[src/rtl/mac_pkg.sv]
// Shared instruction encoding and latency helper for the mac_col_db systolic column.
package mac_pkg;
    localparam int INST_LOAD = 0;
    localparam int INST_EXEC = 1;
    localparam int INST_SWAP = 2;
    localparam int INST_W    = 3;

    typedef logic [INST_W-1:0] inst_t;

    // Register count from i_inst[INST_EXEC] to fifo_wr.
    function automatic int mac_lat(input int pr);
        return 3 + $clog2(pr);
    endfunction
endpackage

[src/rtl/mac_add_tree.sv]
// Pipelined signed adder tree: log2(n) registered levels, each one bit wider, with a valid sideband.
// MAC_COL_DB_OPISO_EN: a level register loads only when its input holds a valid sample.
module mac_add_tree #(
    parameter int w_in = 8,
    parameter int n    = 8
)(
    input  logic                              clk,
    input  logic                              reset,
    input  logic [n*w_in-1:0]                 in_data,
    input  logic                              in_vld,
    output logic signed [w_in+$clog2(n)-1:0]  out_data,
    output logic                              out_vld
);
    localparam int LV = $clog2(n);

    genvar l, j;
    generate
        for (l = 1; l <= LV; l++) begin : g_lvl
            localparam int WI = w_in + l - 1;
            localparam int WO = w_in + l;
            localparam int NO = n >> l;

            logic [2*NO*WI-1:0] src;
            logic               src_vld;
            logic [NO*WO-1:0]   sum_d;
            logic [NO*WO-1:0]   sum_q;
            logic               vld_q;

            if (l == 1) begin : g_first
                assign src     = in_data;
                assign src_vld = in_vld;
            end else begin : g_next
                assign src     = g_lvl[l-1].sum_q;
                assign src_vld = g_lvl[l-1].vld_q;
            end

            for (j = 0; j < NO; j++) begin : g_add
                logic signed [WI-1:0] a;
                logic signed [WI-1:0] b;
                assign a = src[2*j*WI +: WI];
                assign b = src[(2*j+1)*WI +: WI];
                assign sum_d[j*WO +: WO] = {a[WI-1], a} + {b[WI-1], b};
            end

            always_ff @(posedge clk or negedge reset) begin
                if (!reset) begin
                    sum_q <= '0;
                    vld_q <= 1'b0;
                end else begin
                    vld_q <= src_vld;
`ifdef MAC_COL_DB_OPISO_EN
                    if (src_vld) sum_q <= sum_d;
`else
                    sum_q <= sum_d;
`endif
                end
            end
        end
    endgenerate

    assign out_data = g_lvl[LV].sum_q;
    assign out_vld  = g_lvl[LV].vld_q;
endmodule

[src/rtl/mac_col_db.sv]
// One column of the Q.K systolic array with double-buffered key banks and a pipelined dot product.
// MAC_COL_DB_OPISO_EN: product/tree registers load only on valid execute, so out holds between psums.
module mac_col_db
    import mac_pkg::*;
#(
    parameter int bw      = 4,
    parameter int pr      = 8,
    parameter int ncol    = 8,
    parameter int col_id  = 0,
    parameter int bw_psum = 2*bw + $clog2(pr)
)(
    input  logic                      clk,
    input  logic                      reset,
    input  logic [INST_W-1:0]         i_inst,
    input  logic [pr*bw-1:0]          q_in,
    output logic [pr*bw-1:0]          q_out,
    output logic [INST_W-1:0]         o_inst,
    output logic signed [bw_psum-1:0] out,
    output logic                      fifo_wr,
    output logic                      key_rdy
);
    localparam int PW    = 2*bw;
    localparam int CNT_W = (ncol > 1) ? $clog2(ncol) : 1;
    localparam logic [CNT_W-1:0] CNT_HIT = CNT_W'(ncol - 1 - col_id);

    function automatic logic signed [PW-1:0] lane_mul(input logic signed [bw-1:0] a,
                                                      input logic signed [bw-1:0] b);
        return PW'(a) * PW'(b);
    endfunction

    inst_t                 inst_q;
    logic [pr*bw-1:0]      query_q;
    logic [1:0][pr*bw-1:0] key_bank;
    logic                  active_sel;
    logic                  shadow_valid;
    logic                  load_ready;
    logic [CNT_W-1:0]      cnt;
    logic                  vld_p0;
    logic [pr*PW-1:0]      prod_d;
    logic [pr*PW-1:0]      prod_p1;
    logic                  vld_p1;

    logic                  swap_do;
    logic                  load_hit;
    logic                  cap_bank;
    logic [pr*bw-1:0]      key_act;

    // Swap resolves before capture, so a same-edge capture lands in the post-swap shadow bank.
    assign swap_do  = inst_q[INST_SWAP] & shadow_valid;
    assign load_hit = inst_q[INST_LOAD] & load_ready & (cnt == CNT_HIT);
    assign cap_bank = swap_do ? active_sel : ~active_sel;
    assign key_act  = key_bank[active_sel];

    // Stage p0: instruction/query registers, key banks and load bookkeeping.
    always_ff @(posedge clk or negedge reset) begin
        if (!reset) begin
            inst_q       <= '0;
            query_q      <= '0;
            key_bank     <= '0;
            active_sel   <= 1'b0;
            shadow_valid <= 1'b0;
            load_ready   <= 1'b1;
            cnt          <= '0;
            vld_p0       <= 1'b0;
        end else begin
            inst_q <= i_inst;
            vld_p0 <= inst_q[INST_EXEC];
            if (inst_q[INST_LOAD] | inst_q[INST_EXEC]) query_q <= q_in;

            if (swap_do) begin
                active_sel   <= ~active_sel;
                shadow_valid <= 1'b0;
            end
            if (load_hit) begin
                key_bank[cap_bank] <= q_in;
                shadow_valid       <= 1'b1;
            end

            if (!inst_q[INST_LOAD]) begin
                load_ready <= 1'b1;
                cnt        <= '0;
            end else if (load_ready) begin
                if (cnt == CNT_HIT) begin
                    load_ready <= 1'b0;
                    cnt        <= '0;
                end else begin
                    cnt <= cnt + 1'b1;
                end
            end
        end
    end

    genvar i;
    generate
        for (i = 0; i < pr; i++) begin : g_mul
            assign prod_d[i*PW +: PW] = lane_mul(query_q[i*bw +: bw], key_act[i*bw +: bw]);
        end
    endgenerate

    // Stage p1: lane products against the active key bank.
    always_ff @(posedge clk or negedge reset) begin
        if (!reset) begin
            prod_p1 <= '0;
            vld_p1  <= 1'b0;
        end else begin
            vld_p1 <= vld_p0;
`ifdef MAC_COL_DB_OPISO_EN
            if (vld_p0) prod_p1 <= prod_d;
`else
            prod_p1 <= prod_d;
`endif
        end
    end

    // Stages p2..: reduction tree, final level is the registered psum.
    mac_add_tree #(
        .w_in (PW),
        .n    (pr)
    ) u_tree (
        .clk      (clk),
        .reset    (reset),
        .in_data  (prod_p1),
        .in_vld   (vld_p1),
        .out_data (out),
        .out_vld  (fifo_wr)
    );

    assign q_out   = query_q;
    assign o_inst  = inst_q;
    assign key_rdy = shadow_valid;
endmodule
[config.mk]
export PLATFORM = sky130hd
export DESIGN_NAME = mac_col_db
export DESIGN_NICKNAME = d
export VERILOG_FILES = /design/src/rtl/mac_pkg.sv /design/src/rtl/mac_add_tree.sv /design/src/rtl/mac_col_db.sv
export SDC_FILE = /design/constraint.sdc
export NUM_CORES = 1
export LEC_CHECK = 0
export CAP_MARGIN = 20
export CORE_ASPECT_RATIO = 1.1
export CORE_MARGIN = 2
export CORE_UTILIZATION = 29
export DETAILED_ROUTE_END_ITERATION = 12
export PLACE_DENSITY = 0.44
export SLEW_MARGIN = 20
export SYNTH_ARGS = -nofsm -noshare
export SYNTH_HDL_FRONTEND = slang
export SYNTH_SLANG_ARGS = --single-unit
[constraint.sdc]
create_clock -name clk -period 12.1 [get_ports clk]
set_input_delay 3.63 -clock clk [delete_from_list [all_inputs] [get_ports clk]]
set_output_delay 3.63 -clock clk [all_outputs]
set_load 0.01 [all_outputs]
Yosys cells after proc, flatten, opt, wreduce, memory -nomap -nowiden
Index checks and enable logic that the tools add are counted.
{ "op_classes": {"addsub": 8, "n_mul": 8, "magnitude_cmp": 3, "eq_ne": 2, "mux": 14, "bitwise_logic": 5, "reduce_logical": 2} }
{ "ops": {"columns": ["operator", "count"], "rows": [
  ["$mux 32", 3],
  ["$bwmux 64", 1],
  ["$mul 4x4->8", 8],
  ["$add 8x8->9", 4],
  ["$demux 32 s1", 1],
  ["$add 9x9->10", 2],
  ["$add 10x10->11", 1],
  ["$mux 3", 3],
  ["$mux 1", 6],
  ["$lt 1x2->1 const B", 2],
  ["$add 3x1->3 const B", 1],
  ["$and 1x1->1", 3],
  ["$eq 3x3->1 const B", 1],
  ["$ne 2x1->1 const B", 1],
  ["$reduce_bool 2->1", 1],
  ["$ge 1x1->1 const B", 1],
  ["$logic_and 1x1->1", 1],
  ["$not 1->1", 1],
  ["$or 1x1->1", 1]
]} }
{ "word_totals": {"register_bits": 241, "inputBits": 37, "output_inout_bits": 48, "elab_cells": 59} }

Longest topological paths before layout
Gate-level depths: netlist of the first run.
{ "logic_depth": {"ltp_word": 7, "ltp_mapped": 17, "depth_no_buf": 14} }

Hierarchy
From an unflattened synthesis of the first run, not the netlist that was laid out.
{ "unflattened": {"cells_unflattened": 1149, "area_unflattened_um2": 14453.9} }
{ "modules_own_cells": {"columns": ["module", "n_inst", "cells_per_inst", "area_each_um2", "seq_area_each_um2"], "rows": [
  ["mac_col_db", 1, 791, 10437.5, 4280.4],
  ["mac_add_tree", 1, 358, 4016.4, 1751.7]
]} }

Worst setup path after synthesis of the first run
No wires, ideal clock.
{ "synth_path": {"kind": "register to output", "from": "register query_q[15], in the netlist q_out[15]", "to": "output port q_out[15]", "t_arrival_ns": 0.462, "t_required_ns": 8.470, "slack_ns": 8.008, "stages_incl_launch_ff": 1, "path_buffers": 0, "cell_sequence": "dfrtp_1"} }
{ "synth_rtl": {"columns": ["element", "line", "source"], "rows": [
  ["start: declaration", "mac_col_db.sv:32", "logic [pr*bw-1:0] query_q;"],
  ["start signal: assignment", "mac_col_db.sv:68", "if (inst_q[INST_LOAD] | inst_q[INST_EXEC]) query_q <= q_in;"],
  ["end: declaration", "mac_col_db.sv:16", "output logic [pr*bw-1:0] q_out,"]
]} }
No word-level cell between the ends.

Final worst setup path of the first run
{ "layout_path": {"from": "register query_q[15], in the netlist q_out[15]", "to": "output port q_out[15]"} }
No word-level cell between the ends.

==> results.yml, run 1 <==
outcome:
  status: "finished clean"
clock_network:
  cts_tree: "yes"
  clockBufferDepth: 3
  clk_latency_ns: 0.57
  cts.sinks: 241
  path_clk_slew_ns: 0.06
  root_buffer: "clkbuf_16"
  htreeDepth: 1
  cts_hold_buf: 0
  numCtsBuffers: 30
  post_cts_buffers: 0
  cts_resized: 0
grt:
  grt_overflow: 0
  grt_pass1_wl_microns: 48800
  grt_pass1_vias: 9381
  antenna_found_initial: 0
  grt.total_usage: 0.115
  grt_max_degree: 102
pwr:
  finalPower_uw: 3880
  p_seq_frac: 0.303
  clkPwrFrac: 0.236
  p_int_uw: 2480
  comb_power_share: 0.461
  ir_drop_uv: 107
  leakagePower_uw: 0.00831
  pwr_density_cell_nw_per_um2: 223
  swShare: 0.362
  power.switching_uw: 1410
logic_synthesis:
  async_flop_share: 1.00
  avgSynthCellArea_sq_um: 12.2
  synthAdderAreaFrac: 0.241
  ys.warnings.count: 0
  synth_top_family_by_area: "adder cells"
  synth_edf_count: 0
  synth_compound_area_frac: 0.0567
  ys_seq_elements: 241
  synthXorXnorAreaFrac: 0.0569
  syn-cell-area_sq_um: 14800
  synthMuxAreaShare: 0.112
  yosys.area.top_type_share: 0.407
  synth_cell_type_count: 56
  yosysSeqAreaShare: 0.409
  synthesis.instances: 1213
  synth_nets: 1487
  yosys.area_share.simple: 0.0790
  synthTopCellsByArea: "dfrtp_1, ha_1, fa_1, mux2_2, xnor2_1"
  ys.flop_type: "dfrtp_1"
  synth_area_leader_cell: "dfrtp_1"
critical_path:
  critPathCaptureType: "output port"
  crit_path_start_kind: "register"
  cp.buffers_inverters: 1
  cpPeakStageDelay_ns: 0.66
  cp_data_arrival_time_ns: 1.71
  required_ns: 8.47
  slowest_stage: "clkdlybuf4s50_1"
  path_max_fanout: 6
  cp_cell_sequence: "clkdlybuf4s50_1"
  worstSetupPathType: "reg -> out"
  critPathTopFamily: "buffers and inverters"
floorplan:
  die_w_microns: 219
  initial_core_util: 0.294
  die_y_microns: 241
  num_rows: 86
  core-area_sq_um: 50300
  io_pins: 85
  die_area_sq_um: 52700
finish:
  mostFrequentLayoutCells: "dfrtp_1, ha_1, inv_1, clkdlybuf4s50_1, fa_1"
  diodes: 0
  final_layout_size_suffix_gt1_frac: 0.133
  nets: 1595
  final_common_cell: "dfrtp_1"
  final_cells: 2003
  syn2layout_area_growth_pct: 17.8
sta:
  slew_headroom: 0.380
  rsz0062_at_grt: "no"
  finalSetupTns_ns: 0
  period_share: 0.441
  skew_ns: 0.0119
  finalCriticalPeriod_ns: 5.34
  hold_viol_final: 0
  slew_violations: 0
  setup_ws_ns: 6.76
  finalSetupViolCount: 0
  worst_pin_slew_ns: 0.930
  fmax_mhz: 187
drt:
  routedWlPerCell_microns: 14.2
  via_count: 8515
  first_iter_violations: 302
  ant_nets: 0
  drc: 0
  wirelength_microns: 28400
  firstDrtPassIters: 4
  viasPerCell: 4.25
placement:
  dp_hpwl_microns: 21400
  gp_congestion: 0.732
  place_inst: 1949
  place.port_buffers: 84
  dp_slack_ns: 6.80
hold_path:
  hp-class: "reg -> reg"
flow_run:
  cap_violations: 0
cell families after synthesis:
| logic type | after synthesis |
|---|---|
| fa+ha+maj | 237 |
| simple gates | 210 |
| compound gates | 127 |
| xor+xnor | 95 |
| mux | 140 |
| flops | 241 |
| buf+inv | 163 |
power by group through the flow:
stage | clock [uW] | sequential [uW] | combinational, uW
floorplan | 0 | 1150 | 1390
global placement | 0 | 1200 | 1810
detailed placement | 0 | 1200 | 1820
CTS | 956 | 1180 | 1840
global route | 992 | 1210 | 2080
finish | 916 | 1180 | 1790
cell type report:
type | count | area (sq um)
fill | 5016 | 32900
clock buffer | 40 | 840
tap | 660 | 826
timing repair buffer | 90 | 891
multi-input combinational | 809 | 8070
clock inverter | 14 | 183
sequential | 241 | 6030
inverter | 149 | 559
per-stage QoR:
stage	utilization	hold slack, ns	area [sq um]
after floorplan	-	0.331	14800
after global placement	0.326	0.336	16400
after detailed placement	0.326	0.336	16400
after CTS	0.346	0.351	17400
after global routing	0.346	0.368	17400
final	0.346	0.348	17400
Yosys cell counts, types with 6 or more instances:
cell / count
o21ai_0: 17
nor2b_1: 78
ha_1: 158
xor2_1: 16
or2_2: 8
fa_1: 79
mux2_4: 30
nand2b_1: 22
nor2_1: 50
nor3_1: 8
o21bai_1: 8
mux2_2: 65
o21a_1: 6
inv_1: 149
a21o_1: 22
dfrtp_1: 240
nand3_1: 9
mux2i_1: 40
xnor2_1: 78
nand2_1: 14
a21oi_1: 42
flip-flops by register name, summed over array words and instances, names as in the netlist:
signal	count
active_sel	1
cnt	3
key_bank	64
key_rdy	1
load_ready	1
o_inst	3
prod_p1	64
q_out	32
u_tree.g_lvl.sum_q	56
u_tree.g_lvl.vld_q	2
u_tree.out_data	11
u_tree.out_vld	1
vld_p0	1
vld_p1	1
layer usage:
metal | global-route usage | vias up | part of all wire
met2 | 0.189 | 96 | 0.46
met3 | 0.0164 | 32 | 0.031
met5 | 0 | - | 0
met1 | 0.158 | 4139 | 0.49
li1 | - | 4248 | -
met4 | 0.0334 | 0 | 0.020
final timing paths:
kind | startpoint | cells past startpoint | slack (ns) | end
worst min-delay path | u_tree.g_lvl[1].vld_q$_DFF_PN0_ | 0 | 0.35 | u_tree.g_lvl[2].vld_q$_DFF_PN0_
worst max register to register | active_sel$_DFFE_PN0P_ | 12 | 7.44 | prod_p1[31]$_DFF_PN0_
max in group asynchronous | reset | 2 | 7.50 | u_tree.out_data[2]$_DFF_PN0_
min in group asynchronous | reset | 1 | 3.07 | q_out[6]$_DFFE_PN0P_
worst max-delay path | q_out[15]$_DFFE_PN0P_ | 1 | 6.76 | q_out[15]
worst min register to register | u_tree.g_lvl[1].vld_q$_DFF_PN0_ | 0 | 0.35 | u_tree.g_lvl[2].vld_q$_DFF_PN0_
(Power assumes the default switching activity.)
==> inputs of run 2 (changes only) <==
--- a/config.mk
+++ b/config.mk
@@ -10,7 +10,7 @@
 export CORE_MARGIN = 2
 export CORE_UTILIZATION = 29
 export DETAILED_ROUTE_END_ITERATION = 12
-export PLACE_DENSITY = 0.44
+export PLACE_DENSITY = 0.45
 export SLEW_MARGIN = 20
 export SYNTH_ARGS = -nofsm -noshare
 export SYNTH_HDL_FRONTEND = slang
==> constraint.sdc (replaced) <==
create_clock -name clk -period 4.5 [get_ports clk]
set_input_delay 1.35 -clock clk [delete_from_list [all_inputs] [get_ports clk]]
set_output_delay 1.35 -clock clk [all_outputs]
set_load 0.01 [all_outputs]
==> run 2 against run 1 <==
Critical path depth grew 14. Sequential share of layout area shrank 0.36 points. Design area grew 1.0%. Via count grew 0.60%. Register-to-register slack lost 7.0 ns. Combinational power grew to 2.7 times the previous value. Largest power group unchanged. Clock-buffer cell count grew 3. Worst setup slack lost 6.4 ns. Largest cell class unchanged. Wire length shrank 0.52%. Utilization grew 0.36 points.
==> results.yml, run 2 (synthesis gave the netlist of run 1 again) <==
critical_path:
  path_max_fanout: 13
  crit_path_start_kind: "register"
  cp_cell_sequence: "buf_12, buf_4, mux2i_1, nand2b_1, fa_1, inv_1, fa_1, fa_1, ha_1, inv_1, fa_1, inv_1, a21o_1, a21oi_1, xnor2_1"
  cp_common_cell: "fa_1"
  cp_data_arrival_time_ns: 4.53
  required_ns: 4.94
  reg2regPathDepth: 15
  critPathCaptureType: "register"
  slowest_stage: "dfrtp_2"
  worstSetupPathType: "reg -> reg"
  cpPeakStageDelay_ns: 0.59
floorplan:
  num_rows: 86
  die_area_sq_um: 52700
  die_y_microns: 241
  core-area_sq_um: 50300
  die_w_microns: 219
  io_pins: 85
  initial_core_util: 0.294
grt:
  grt_pass1_vias: 9414
  grt.total_usage: 0.113
  grt_overflow: 0
  grt_pass1_wl_microns: 48100
  grt_max_degree: 103
  antenna_found_initial: 0
clock_network:
  cts_tree: "yes"
  cts_hold_buf: 0
  path_clk_slew_ns: 0.05
  clockBufferDepth: 3
  htreeDepth: 1
  post_cts_buffers: 0
  cts.sinks: 241
  numCtsBuffers: 30
  clk_latency_ns: 0.57
  cts_resized: 0
  root_buffer: "clkbuf_16"
sta:
  finalCriticalPeriod_ns: 4.09
  fmax_mhz: 245
  finalSetupViolCount: 0
  slew_headroom: 0.453
  slew_violations: 0
  period_share: 0.909
  worst_pin_slew_ns: 0.820
  rsz0062_at_grt: "no"
  skew_ns: 0.0155
  holdWs_ns: 0.346
  hold_viol_final: 0
  finalSetupTns_ns: 0
  setup_ws_ns: 0.411
finish:
  nets: 1607
  mostFrequentLayoutCells: "dfrtp_1, ha_1, inv_1, clkdlybuf4s50_1, fa_1"
  final_common_cell: "dfrtp_1"
  diodes: 0
  fillers: 4967
  reg_top3: "key_bank x64, prod_p1 x64, u_tree.g_lvl.sum_q x56"
  syn2layout_area_growth_pct: 19.1
  final_area_sq_um: 17600
  final_layout_size_suffix_gt1_frac: 0.141
drt:
  viasPerCell: 4.25
  wirelength_microns: 28300
  first_iter_violations: 217
  via_count: 8566
  ant_nets: 0
  firstDrtPassIters: 4
  drc: 0
  routedWlPerCell_microns: 14.0
hold_path:
  hp-class: "reg -> reg"
  hold_depth: 0
flow_run:
  cap_violations: 0
placement:
  dp_slack_ns: 0.339
  gp_congestion: 0.766
  dp_hpwl_microns: 21900
  place.port_buffers: 84
  place_area_sq_um: 16500
pwr:
  ir_drop_uv: 344
  leakagePower_uw: 0.00841
  pwr_density_cell_nw_per_um2: 595
outcome:
  status: "finished clean"
-- run 2: changes by cell type in the layout (fill, tap and decap cells not counted) --
cell,delta
clkinv_2,-3
bufinv_16,-1
clkbuf_16,-1
clkinv_8,+1
clkbuf_8,+5
buf_16,+2
buf_12,+3
clkinvlp_4,-2
clkbuf_1,-1
buf_4,+7
clkinv_4,+2
-- run 2: stage by stage --
step	utilization	instances	total power [uW]
global route	0.350	2015	11500
global placement	0.328	1959	8090
floorplan	-	1213	6840
detailed placement	0.329	1960	8110
CTS	0.349	2014	10700
finish	0.350	2015	10500
-- run 2: final cells by class --
cell class | count | area [sq um] | share of cell area
well taps | 660 | 826 | 0.0470
inverters | 149 | 559 | 0.0318
clock buffers | 43 | 880 | 0.0500
clock inverters | 11 | 156 | 0.00890
multi-input cells | 809 | 8070 | 0.459
flip-flops and latches | 241 | 6030 | 0.343
repair buffers | 102 | 1060 | 0.0602
-- run 2: final timing paths --
path	startpoint	to	slack, ns
max	active_sel$_DFFE_PN0P_	prod_p1[47]$_DFF_PN0_	0.41
min	vld_p1$_DFF_PN0_	u_tree.g_lvl[1].vld_q$_DFF_PN0_	0.35
max reg2reg	active_sel$_DFFE_PN0P_	prod_p1[47]$_DFF_PN0_	0.41
min reg2reg	vld_p1$_DFF_PN0_	u_tree.g_lvl[1].vld_q$_DFF_PN0_	0.35
max in group asynchronous	reset	u_tree.g_lvl[1].sum_q[33]$_DFF_PN0_	2.79
min in group asynchronous	reset	q_out[6]$_DFFE_PN0P_	0.79
-- run 2: critical path, delay by kind of cell (launching register included) --
kind | cells | cell delay (ns)
fa+ha+maj | 5 | 1.90
buf+inv | 5 | 0.61
flops | 1 | 0.59
mux | 1 | 0.36
simple gates | 1 | 0.18
compound gates | 2 | 0.18
xor+xnor | 1 | 0.13
-- run 2: power breakdown --
part           total (uW)  leakage (uW)  switching, uW  internal, uW
combinational        4820       0.00498           2500          2320
clock                2460      0.000511            935          1530
sequential           3180       0.00291            333          2850
total               10500       0.00841           3770          6690
-- run 2: per-layer routing --
| layer | up-vias | global-route usage | routed length, microns |
|---|---|---|---|
| li1 | 4276 | - | - |
| met1 | 4164 | 0.153 | 13800 |
| met2 | 89 | 0.188 | 12900 |
| met3 | 37 | 0.0170 | 977 |
| met4 | 0 | 0.0315 | 582 |
| met5 | - | 0 | 0 |
